$ cat src/rtl/xps2tx_if.sv
// Bus-side interface of the PS/2 transmitter.
//   sel      : select from the address decoder
//   we       : write enable
//   data_in  : byte to send to the device
//   data_out : status {timeout_err, nack_err, done, busy}
interface xps2tx_if;
  logic       sel;
  logic       we;
  logic [7:0] data_in;
  logic [3:0] data_out;

  modport master (output sel, output we, output data_in, input data_out);
  modport slave  (input sel, input we, input data_in, output data_out);
endinterface

$ cat src/rtl/xps2tx.sv
// PS/2 host-to-device transmitter.
// Sends one command byte per bus write over the open-collector PS/2 lines.
// Ports:
//   clk, rst       : system clock, synchronous active-high reset
//   bus            : bus slave (sel, we, data_in, data_out status)
//   ps2_clk_in     : raw PS/2 clock line level
//   ps2_data_in    : raw PS/2 data line level
//   ps2_clk_oe     : 1 = pull PS/2 clock low
//   ps2_data_oe    : 1 = pull PS/2 data low
//   tx_active      : high while a frame is in progress
//
// state     | meaning
// IDLE      | lines released, waiting for a write
// INHIBIT   | clock held low to request to send; data pulled low on last cycle
// REQ       | start bit on the line, waiting for first device clock
// DATA      | shifting D0..D7 out LSB-first on device falling edges
// PARITY    | parity bit on the line
// ACK       | stop bit (released) on the line, waiting for device ack
// WAIT_IDLE | waiting for both lines high before reporting done
module xps2tx #(
  parameter int INHIBIT_CYCLES = 5000,
  parameter int TIMEOUT_CYCLES = 750000
) (
  input  logic     clk,
  input  logic     rst,
  xps2tx_if.slave  bus,
  input  logic     ps2_clk_in,
  input  logic     ps2_data_in,
  output logic     ps2_clk_oe,
  output logic     ps2_data_oe,
  output logic     tx_active
);

  localparam int IW = (INHIBIT_CYCLES > 1) ? $clog2(INHIBIT_CYCLES) : 1;
  localparam int TW = (TIMEOUT_CYCLES > 1) ? $clog2(TIMEOUT_CYCLES) : 1;
  localparam logic [IW-1:0] INH_LOAD = IW'(INHIBIT_CYCLES - 1);
  localparam logic [TW-1:0] TO_LOAD  = TW'(TIMEOUT_CYCLES - 1);

  typedef enum logic [2:0] {
    S_IDLE, S_INHIBIT, S_REQ, S_DATA, S_PARITY, S_ACK, S_WAIT_IDLE
  } state_t;

  state_t        state, state_nxt;
  logic [1:0]    clk_sync, data_sync;
  logic          clk_prev;
  logic [8:0]    shreg;
  logic [3:0]    bit_cnt;
  logic [IW-1:0] inh_cnt;
  logic [TW-1:0] to_cnt;
  logic          data_oe_r;
  logic          done, nack_err, timeout_err;

  logic clk_s, data_s, fall, start, active, tmo;

  assign clk_s  = clk_sync[1];
  assign data_s = data_sync[1];
  assign fall   = clk_prev & ~clk_s;
  assign start  = bus.sel & bus.we & (state == S_IDLE);
  assign active = (state == S_REQ) || (state == S_DATA) || (state == S_PARITY) ||
                  (state == S_ACK) || (state == S_WAIT_IDLE);
  // Timeout wins over any edge arriving in the same cycle.
  assign tmo    = active && (to_cnt == '0);

  always_ff @(posedge clk) begin
    if (rst) state <= S_IDLE;
    else     state <= state_nxt;
  end

  always_comb begin
    state_nxt = state;
    case (state)
      S_IDLE:      if (start) state_nxt = S_INHIBIT;
      S_INHIBIT:   if (inh_cnt == '0) state_nxt = S_REQ;
      S_REQ:       if (fall) state_nxt = S_DATA;
      S_DATA:      if (fall && bit_cnt == 4'd8) state_nxt = S_PARITY;
      S_PARITY:    if (fall) state_nxt = S_ACK;
      S_ACK:       if (fall) state_nxt = S_WAIT_IDLE;
      S_WAIT_IDLE: if (clk_s && data_s) state_nxt = S_IDLE;
      default:     state_nxt = S_IDLE;
    endcase
    if (tmo) state_nxt = S_IDLE;
  end

  always_comb begin
    tx_active    = (state != S_IDLE);
    ps2_clk_oe   = (state == S_INHIBIT);
    // Start bit goes out on the last inhibit cycle, then is held by data_oe_r.
    ps2_data_oe  = (state == S_INHIBIT) ? (inh_cnt == '0) : data_oe_r;
    bus.data_out = {timeout_err, nack_err, done, tx_active};
  end

  always_ff @(posedge clk) begin
    if (rst) begin
      clk_sync    <= 2'b11;
      data_sync   <= 2'b11;
      clk_prev    <= 1'b1;
      shreg       <= '0;
      bit_cnt     <= '0;
      inh_cnt     <= '0;
      to_cnt      <= '0;
      data_oe_r   <= 1'b0;
      done        <= 1'b0;
      nack_err    <= 1'b0;
      timeout_err <= 1'b0;
    end else begin
      clk_sync  <= {clk_sync[0], ps2_clk_in};
      data_sync <= {data_sync[0], ps2_data_in};
      clk_prev  <= clk_s;
      if (tmo) begin
        data_oe_r   <= 1'b0;
        timeout_err <= 1'b1;
        done        <= 1'b1;
      end else begin
        if (active) to_cnt <= to_cnt - 1'b1;
        case (state)
          S_IDLE: if (start) begin
            shreg       <= {~^bus.data_in, bus.data_in};
            inh_cnt     <= INH_LOAD;
            data_oe_r   <= 1'b0;
            done        <= 1'b0;
            nack_err    <= 1'b0;
            timeout_err <= 1'b0;
          end
          S_INHIBIT: begin
            if (inh_cnt == '0) begin
              data_oe_r <= 1'b1;
              to_cnt    <= TO_LOAD;
            end else begin
              inh_cnt <= inh_cnt - 1'b1;
            end
          end
          S_REQ: if (fall) begin
            data_oe_r <= ~shreg[0];
            bit_cnt   <= 4'd1;
          end
          // bit_cnt 8 selects the parity bit held above the data byte.
          S_DATA: if (fall) begin
            data_oe_r <= ~shreg[bit_cnt];
            bit_cnt   <= bit_cnt + 4'd1;
          end
          S_PARITY:    if (fall) data_oe_r <= 1'b0;
          S_ACK:       if (fall) nack_err <= data_s;
          S_WAIT_IDLE: if (clk_s && data_s) done <= 1'b1;
          default: ;
        endcase
      end
    end
  end

endmodule

$ cat src/flat_wrapper.sv
// flat-port wrapper written by rule: the top's interface ports become plain ports
module xps2tx_flat 
#(
  parameter int INHIBIT_CYCLES = 5000,
  parameter int TIMEOUT_CYCLES = 750000
)
  (clk, rst, ps2_clk_in, ps2_data_in, ps2_clk_oe, ps2_data_oe, tx_active, bus_sel, bus_we, bus_data_in, bus_data_out);
  xps2tx_if bus_i ();
  input  logic clk;
  input  logic rst;
  input  logic ps2_clk_in;
  input  logic ps2_data_in;
  output logic ps2_clk_oe;
  output logic ps2_data_oe;
  output logic tx_active;
  input wire logic [$bits(bus_i.sel)-1:0] bus_sel;
  input wire logic [$bits(bus_i.we)-1:0] bus_we;
  input wire logic [$bits(bus_i.data_in)-1:0] bus_data_in;
  output wire logic [$bits(bus_i.data_out)-1:0] bus_data_out;
  assign bus_i.sel = bus_sel;
  assign bus_i.we = bus_we;
  assign bus_i.data_in = bus_data_in;
  assign bus_data_out = bus_i.data_out;
  xps2tx #(.INHIBIT_CYCLES(INHIBIT_CYCLES), .TIMEOUT_CYCLES(TIMEOUT_CYCLES)) u_core (.clk(clk), .rst(rst), .bus(bus_i), .ps2_clk_in(ps2_clk_in), .ps2_data_in(ps2_data_in), .ps2_clk_oe(ps2_clk_oe), .ps2_data_oe(ps2_data_oe), .tx_active(tx_active));
endmodule
$ cat config.mk
export PLATFORM = sky130hd
export DESIGN_NAME = xps2tx_flat
export DESIGN_NICKNAME = d
export VERILOG_FILES = /design/src/rtl/xps2tx_if.sv /design/src/rtl/xps2tx.sv /design/src/flat_wrapper.sv
export SDC_FILE = /design/constraint.sdc
export NUM_CORES = 1
export LEC_CHECK = 0
export CORE_ASPECT_RATIO = 0.75
export CORE_MARGIN = 4
export CORE_UTILIZATION = 35
export DETAILED_ROUTE_END_ITERATION = 8
export GPL_TIMING_DRIVEN = 0
export PLACE_DENSITY = 0.51
export SLEW_MARGIN = 10
export SYNTH_ARGS = -nofsm -noshare
export SYNTH_HDL_FRONTEND = slang
export SYNTH_SLANG_ARGS = --single-unit
$ cat constraint.sdc
create_clock -name clk -period 7 [get_ports clk]
set_input_delay 1.05 -clock clk [delete_from_list [all_inputs] [get_ports clk]]
set_output_delay 1.05 -clock clk [all_outputs]
set_load 0.02 [all_outputs]
==> reports/summary.md, run 1 <==
Yosys attributes the largest share of cell area to dfxtp_1, a21oi_1, nand2_1. The starting utilization of the core area was 37.0%. The top cell types in the final layout, fill and taps aside, are dfxtp_1, a21oi_1, nand2_1. In this run the clock root is driven by a clkbuf_16. Counting along the longest clock path gives a buffer depth of 2.

The CTS H-tree depth came out at 3. The logs give 347 for the gate count after technology mapping and 366 for the net count after synthesis. For the post-synthesis sequential area ratio, the log shows 38.6%. After synthesis the netlist holds a flip-flop and latch count of 58.

The tools report the relative contribution of sequential cells to total power as 28.9%. The logs give 3.41 ns for the worst setup timing slack at the placement stage and 0 ns for the setup total negative slack. For this run the aggregate overflow at the end of global routing stands at 0. Power spread over the standard cell area amounts to 477 nW/µm².

The worst setup path is launched from a flip-flop. VDD sags by at most 0.000297 V. The placed wire-length estimate after detailed placement came out at 5.33 mm. The signal on the critical path passes through inv_1 > ha_1 > or3b_2 > clkbuf_1 > nor4_4 > nor2b_2 > nor2_1 > clkdlybuf4s50_1. The placed cell count came out at 471. The delay of the slowest cell on the worst path was 0.61 ns; the overall power after layout was 1.72 mW. Share of post-route cells with drive strength above 1: 10.5%. The later-pin clock latency in the skew report is 0.32 ns, and the smallest setup slack after layout is 3.06 ns. The repair_antennas step left the layout with diodes totalling 0. The area share of the largest cell type after synthesis is 38.6%, and the global placer's final weighted congestion is 0.858. Die outline width: 115 µm.

The run gives 0 as the total count of hold-check failures in the final report. Port buffering added 19 buffers. The min-delay analysis places its worst path in the category reg -> reg.

The number of clock sinks came out at 58. Clock skew on the completed layout was measured at 0.00280 ns. Of all nets on the critical path, the largest fanout is 10. Grouping stages by cell kind, the critical path spends the most delay in simple AND/OR/NAND/NOR gates. The clock edge transition at the registers on the reported setup and hold paths is 0.05 ns, and the number of warnings issued by yosys is 0.

The power spent charging and discharging nets was 724 µW; the post-CTS setup repair buffer count was 0. The run gives 2428 as the number of global-route vias before repair. After detailed routing, the number of vias per cell comes to 5.39.

The tools report the global-route total usage across every layer as 16.2%. The wire length reported by the detailed router is 7.60 mm, and the netlist area before placement is 3010 µm². After the last flow step, the layout net total stands at 396. By startpoint and endpoint, the worst setup path is classified as reg -> out.

For the number of buffers created by CTS, the log shows 9. The pin count of the biggest net entering global routing is 11. For the pin with the worst max-slew slack, the measured transition is 0.846 ns. Buffer and inverter count on the worst path: 3. The leading cell type in the layout, fill and taps excluded is dfxtp_1. The floorplan step defined a core boundary enclosing 8130 µm². For the total of hold buffers inserted after clock tree synthesis, the log shows 0. The run finished with clean final reports. The worst pin sits at a relative slew slack of 43.4%.

Routed via count: 2623. Of all cell types, the one taking the most synthesized area is dfxtp_1. Excluding fillers, the count of instances in the completed layout stands at 487. The internal portion of the total power is 1.00 mW. The shortest clock period the worst path allows after layout came out at 3.94 ns. The synthesis-to-finish area growth is 20.1%, and the proportion of total power due to net switching is 42.0%. Across the run, the number of max-cap violations was 0.

On the final layout, the worst hold slack is 0.404 ns. For the post-route antenna net violation count, the log shows 0. Synthesis instantiated 54 different standard cells from the library. In this run, the number of DRC markers left after iteration 0 of detailed routing was 153. Setup violations remaining at the end of the flow were counted as 0.

The number of filler instances in the final layout was 840; the number of instances resized during post-cts repair was 0. Timing would allow up to 254 MHz. The worst endpoint data arrival time is 2.89 ns. The async set-reset flop share out of synthesis came out at 0%.

After floorplanning, the core was divided into 28 placement rows. The number of antenna violations at the first check in global routing was 0. Counting flops with a built-in enable in the synthesized netlist gives 0. The fraction of power consumed by the clock network came out at 24.0%.

The global-route wire length before repair came out at 12.7 mm. The run gives 5.95 ns as the required time of the worst setup path. STA classifies the critical path endpoint as a primary output.

The most frequently used flop master after synthesis was dfxtp_1. Y dimension of the die: 88.3 µm. The final worst-path cycle share works out to 56.3%. The count of unresolved DRC violations after routing was 0; the average instance area after synthesis was 8.68 µm². Dividing the detail-routed wire length by the instance count gives 15.6 µm. 21 I/O pins were placed. The detailed-router iteration count before antenna repair is 4. Among all stages on the critical path, the largest delay is contributed by clkdlybuf4s50_1. The floorplan step defined a die boundary enclosing 10200 µm².

TritonCTS built the clock tree. The final number of max-transition violations was 0. Setup repair after global routing left no endpoint under its margin. In this run the static leakage power is 1.28 nW. The tools report the fraction of power consumed by combinational cells as 47.2%.
## cell usage after synthesis, drive strengths merged (6+ instances only)
library cell,instances
a211oi,9
a21oi,39
clkbuf,16
dfxtp,58
inv,8
nand2,31
nand3,10
nor2,23
nor2b,7
nor3,6
o21ai,7
or2,7
or3,9
or4,12
xnor2,13
xor2,10
## stage by stage
| step | util, % | cell area, µm² |
|---|---|---|
| finish | 44.5 | 3620 |
| detailed placement | 41.0 | 3330 |
| floorplan | - | 3010 |
| global placement | 41.0 | 3330 |
| CTS | 44.5 | 3620 |
| global route | 44.5 | 3620 |
## worst reg2reg max path, stage by stage (launching register included)
cell and delay (ns):
dfxtp_1 0.32, inv_1 0.08, ha_1 0.18, or3b_2 0.44, clkbuf_1 0.21, nor4_4 0.46
nand2_1 0.31, clkbuf_1 0.34, a21oi_1 0.20
## path summary, 6_finish.rpt
check                                           to  slack [ns]  depth (start not counted)               start
worst min-delay path            u_core.clk_sync[1]        0.40                          1  u_core.clk_sync[0]
worst max-delay path                   ps2_data_oe        3.06                          8   u_core.inh_cnt[0]
worst max register to register   u_core.to_cnt[17]        4.38                          8   u_core.inh_cnt[0]
worst min register to register  u_core.clk_sync[1]        0.40                          1  u_core.clk_sync[0]
## power by group through the flow
stage	Sequential [mW]	Combinational, mW	Clock, mW
after floorplan	0.480	0.611	0
after global placement	0.501	0.806	0
after detailed placement	0.501	0.809	0
after CTS	0.496	0.817	0.423
after global routing	0.511	0.906	0.440
final	0.498	0.814	0.413
## final cells by class
type | count | area, µm² | share of cell area, %
buffer | 20 | 90.1 | 2.49
timing repair buffer | 19 | 190 | 5.26
sequential | 58 | 1160 | 32.1
tap | 105 | 131 | 3.63
inverter | 8 | 30.0 | 0.830
clock buffer | 14 | 274 | 7.58
clock inverter | 2 | 10.0 | 0.277
multi-input combinational | 261 | 1730 | 47.8
## per-layer routing
metal / vias to the layer above / track usage [%] / wire (µm)
li1: 1334 / - / -
met1: 1233 / 24.2 / 4070
met2: 50 / 21.8 / 3070
met3: 6 / 5.13 / 393
met4: 0 / 5.44 / 74
met5: - / 0 / 0
## kinds of logic (layout without fill, tap and decap cells)
kind of cell	after synthesis	count (layout)	synth area share (%)
multiplexers	7	7	3.20
adder cells (fa/ha/maj)	5	5	2.08
flip-flops	58	58	38.6
AND/OR/NAND/NOR	143	143	28.1
buffers and inverters	28	63	3.99
XOR/XNOR	23	23	6.69
AO/OA/AOI/OAI	83	83	17.4
## registers in the layout, summed over array words and instances (netlist names)
register	cells
u_core.state	3
u_core.data_sync	2
u_core.timeout_err	1
u_core.clk_sync	2
u_core.data_oe_r	1
u_core.clk_prev	1
u_core.shreg	9
u_core.done	1
u_core.to_cnt	20
u_core.inh_cnt	13
u_core.bit_cnt	4
u_core.nack_err	1
Power figures use the tool's default switching activity.
==> run 2: changes to the inputs <==
- PLACE_DENSITY: 0.51 -> 0.53
- clock period: 7 -> 3.3 ns (I/O delays scaled with it)
==> reports/summary.md, run 2 (synthesis results as in run 1) <==
Clock tree synthesis inserted a total of 9 buffers. Critical path start-end classification: reg -> out. For this block, the routed nets add up to 7.57 mm of wire. Relative to the synthesized area, the layout overhead comes to 19.8%. First-iteration detailed-routing DRC count: 157. At the end of the flow, the number of nets in the layout was 397.

Via density per instance: 5.27. For the final count of negative-setup-slack endpoints, the log shows 0. The worst endpoint data arrival time was 2.49 ns; the maximum clock skew at final layout was 0.00681 ns. At the later pin of the worst-skew pair, clock insertion delay measures 0.33 ns. The run gives 0.000602 V as the maximum ir drop on the vdd rail. Number of diodes: 0. Detailed placement finished with a half-perimeter wire length of 5.41 mm.

For this block, the via count after detailed routing is 2571. OpenSTA, run right after detailed placement, puts the worst setup slack at 0.262 ns. For this run the aggregate overflow at the end of global routing stands at 0. The count of unresolved DRC violations after routing is 0, and the core area is 8130 µm².

Counting along the longest clock path gives a buffer depth of 2. Setup slack closes at 0.314 ns. In this run the core area contains 28 standard-cell rows. Of the available clock period, the critical path in the final layout requires 90.5%.

For this configuration, the core starts out at a cell density of 37.0%. For the number of clock sinks, the log shows 58. In this run the worst hold path is classified as reg -> reg. The relative max-transition margin is 50.4%. Setup repair after global routing left no endpoint under its margin. TritonCTS built the clock tree.

The completed layout was analyzed and its total power is 3.61 mW. Max-cap violations in this run came to 0. The maximum fanout along the worst path was 10; the flip-flop count of the largest register, all copies and words added was 20. The worst path in the final design needs a cycle of 2.99 ns, including I/O delays and setup.

For this run, the top clock speed supported by timing is 335 MHz. After routing, the total negative slack on setup checks comes to 0 ns. STA classifies the critical path startpoint as a flip-flop. The detail route stage leaves a number of antenna-violating nets equal to 0. In the final layout, the share of cells above drive strength 1 is 10.4%.

The slew at the pin with the worst max-slew slack was 0.743 ns; the power per unit of standard cell area was 1000 nW/µm². For the area of the die, the log shows 10200 µm². The library cell used most frequently in the layout, excluding fill and tap cells, is dfxtp_1. At the worst endpoint, the required time is 2.80 ns.

The die is 88.3 µm tall. Entering global routing, the biggest net connects 11 pins. For the total count of hold-check failures in the final report, the log shows 0. The number of antenna violations at the first check in global routing is 0, and the number of ports placed on the die boundary is 21.

The tools report the kind of end point of the critical path as a primary output. The flow ran to the end, and the final reports show no timing, DRC or antenna violations. In the global route stage, overall resource usage came out at 16.1%. In the final routed layout, each cell accounts on average for 15.5 µm.

Port buffering added 19 buffers. The H-tree generated during clock tree synthesis spans 3 levels. After filler insertion, the fill cell instance count of the layout stands at 821.

Clock tree root driver cell: clkbuf_16. The final number of max-transition violations is 0, and the number of global-route vias before repair is 2462. The clock edge transition at the registers on the reported setup and hold paths is 0.05 ns. In the layout the commonest cells are dfxtp_1, a21oi_1, nand2_1. The congestion estimate from routability-driven global placement came to 0.755.

In this run the static leakage power is 1.29 nW. For the global-route wire length before repair, the log shows 12.7 mm. Largest register by flop count: u_core.to_cnt.

The largest registers in the layout are u_core.to_cnt (20), u_core.inh_cnt (13), u_core.shreg (9). The die outline width is 115 µm, and the detailed-router iteration count before antenna repair is 4.
## run 2: power breakdown
part / leakage (nW) / switching [mW] / internal, mW
Combinational: 0.682 / 1.04 / 0.681
Clock: 0.133 / 0.311 / 0.524
Sequential: 0.473 / 0.169 / 0.882
Total: 1.29 / 1.52 / 2.09
## run 2: final timing paths
path	start	to	slack [ns]	cells past startpoint
setup / recovery	u_core.state[1]	ps2_clk_oe	0.31	3
hold / removal	u_core.clk_sync[0]	u_core.clk_sync[1]	0.41	1
setup reg to reg	u_core.inh_cnt[0]	u_core.to_cnt[9]	0.67	9
hold reg to reg	u_core.clk_sync[0]	u_core.clk_sync[1]	0.41	1
## run 2: critical path, cell delays in order (launching register included)
cell,delay (ns)
dfxtp_1,0.37
nor3b_1,0.65
clkbuf_1,0.44
clkdlybuf4s50_1,0.70
## run 2: layout make-up
cell class,instances,area (µm²),area share (%)
Clock inverter,3,15.0,0.416
Clock buffer,13,250,6.94
Buffer,20,90.1,2.50
Tap cell,105,131,3.64
Timing Repair Buffer,20,200,5.55
Multi-Input combinational cell,261,1730,47.9
Inverter,8,30.0,0.832
Sequential cell,58,1160,32.2
## run 2: stage by stage
step | hold slack, ns | area (µm²) | utilization, % | std cells
2_1_floorplan | 0.389 | 3010 | - | 347
3_3_place_gp | 0.394 | 3330 | 41.0 | 471
3_5_place_dp | 0.400 | 3330 | 41.0 | 471
4_1_cts | 0.411 | 3600 | 44.4 | 488
5_1_grt | 0.428 | 3610 | 44.4 | 488
6_report | 0.409 | 3610 | 44.4 | 488
## run 2: what timing repair did
item | in CTS | in global routing
pin swaps | 1 | 0
hold buffers | 0 | 0
buffers inserted | 1 | 0
resized for setup | 0 | 1
setup endpoints to repair | 1 | 1
## run 2: metal layers
metal | vias up | GRT usage [%] | wire (µm)
met2 | 42 | 23.0 | 3010
met4 | 0 | 5.01 | 80
met3 | 8 | 4.24 | 296
li1 | 1335 | - | -
met1 | 1186 | 23.6 | 4180
met5 | - | 0 | 0
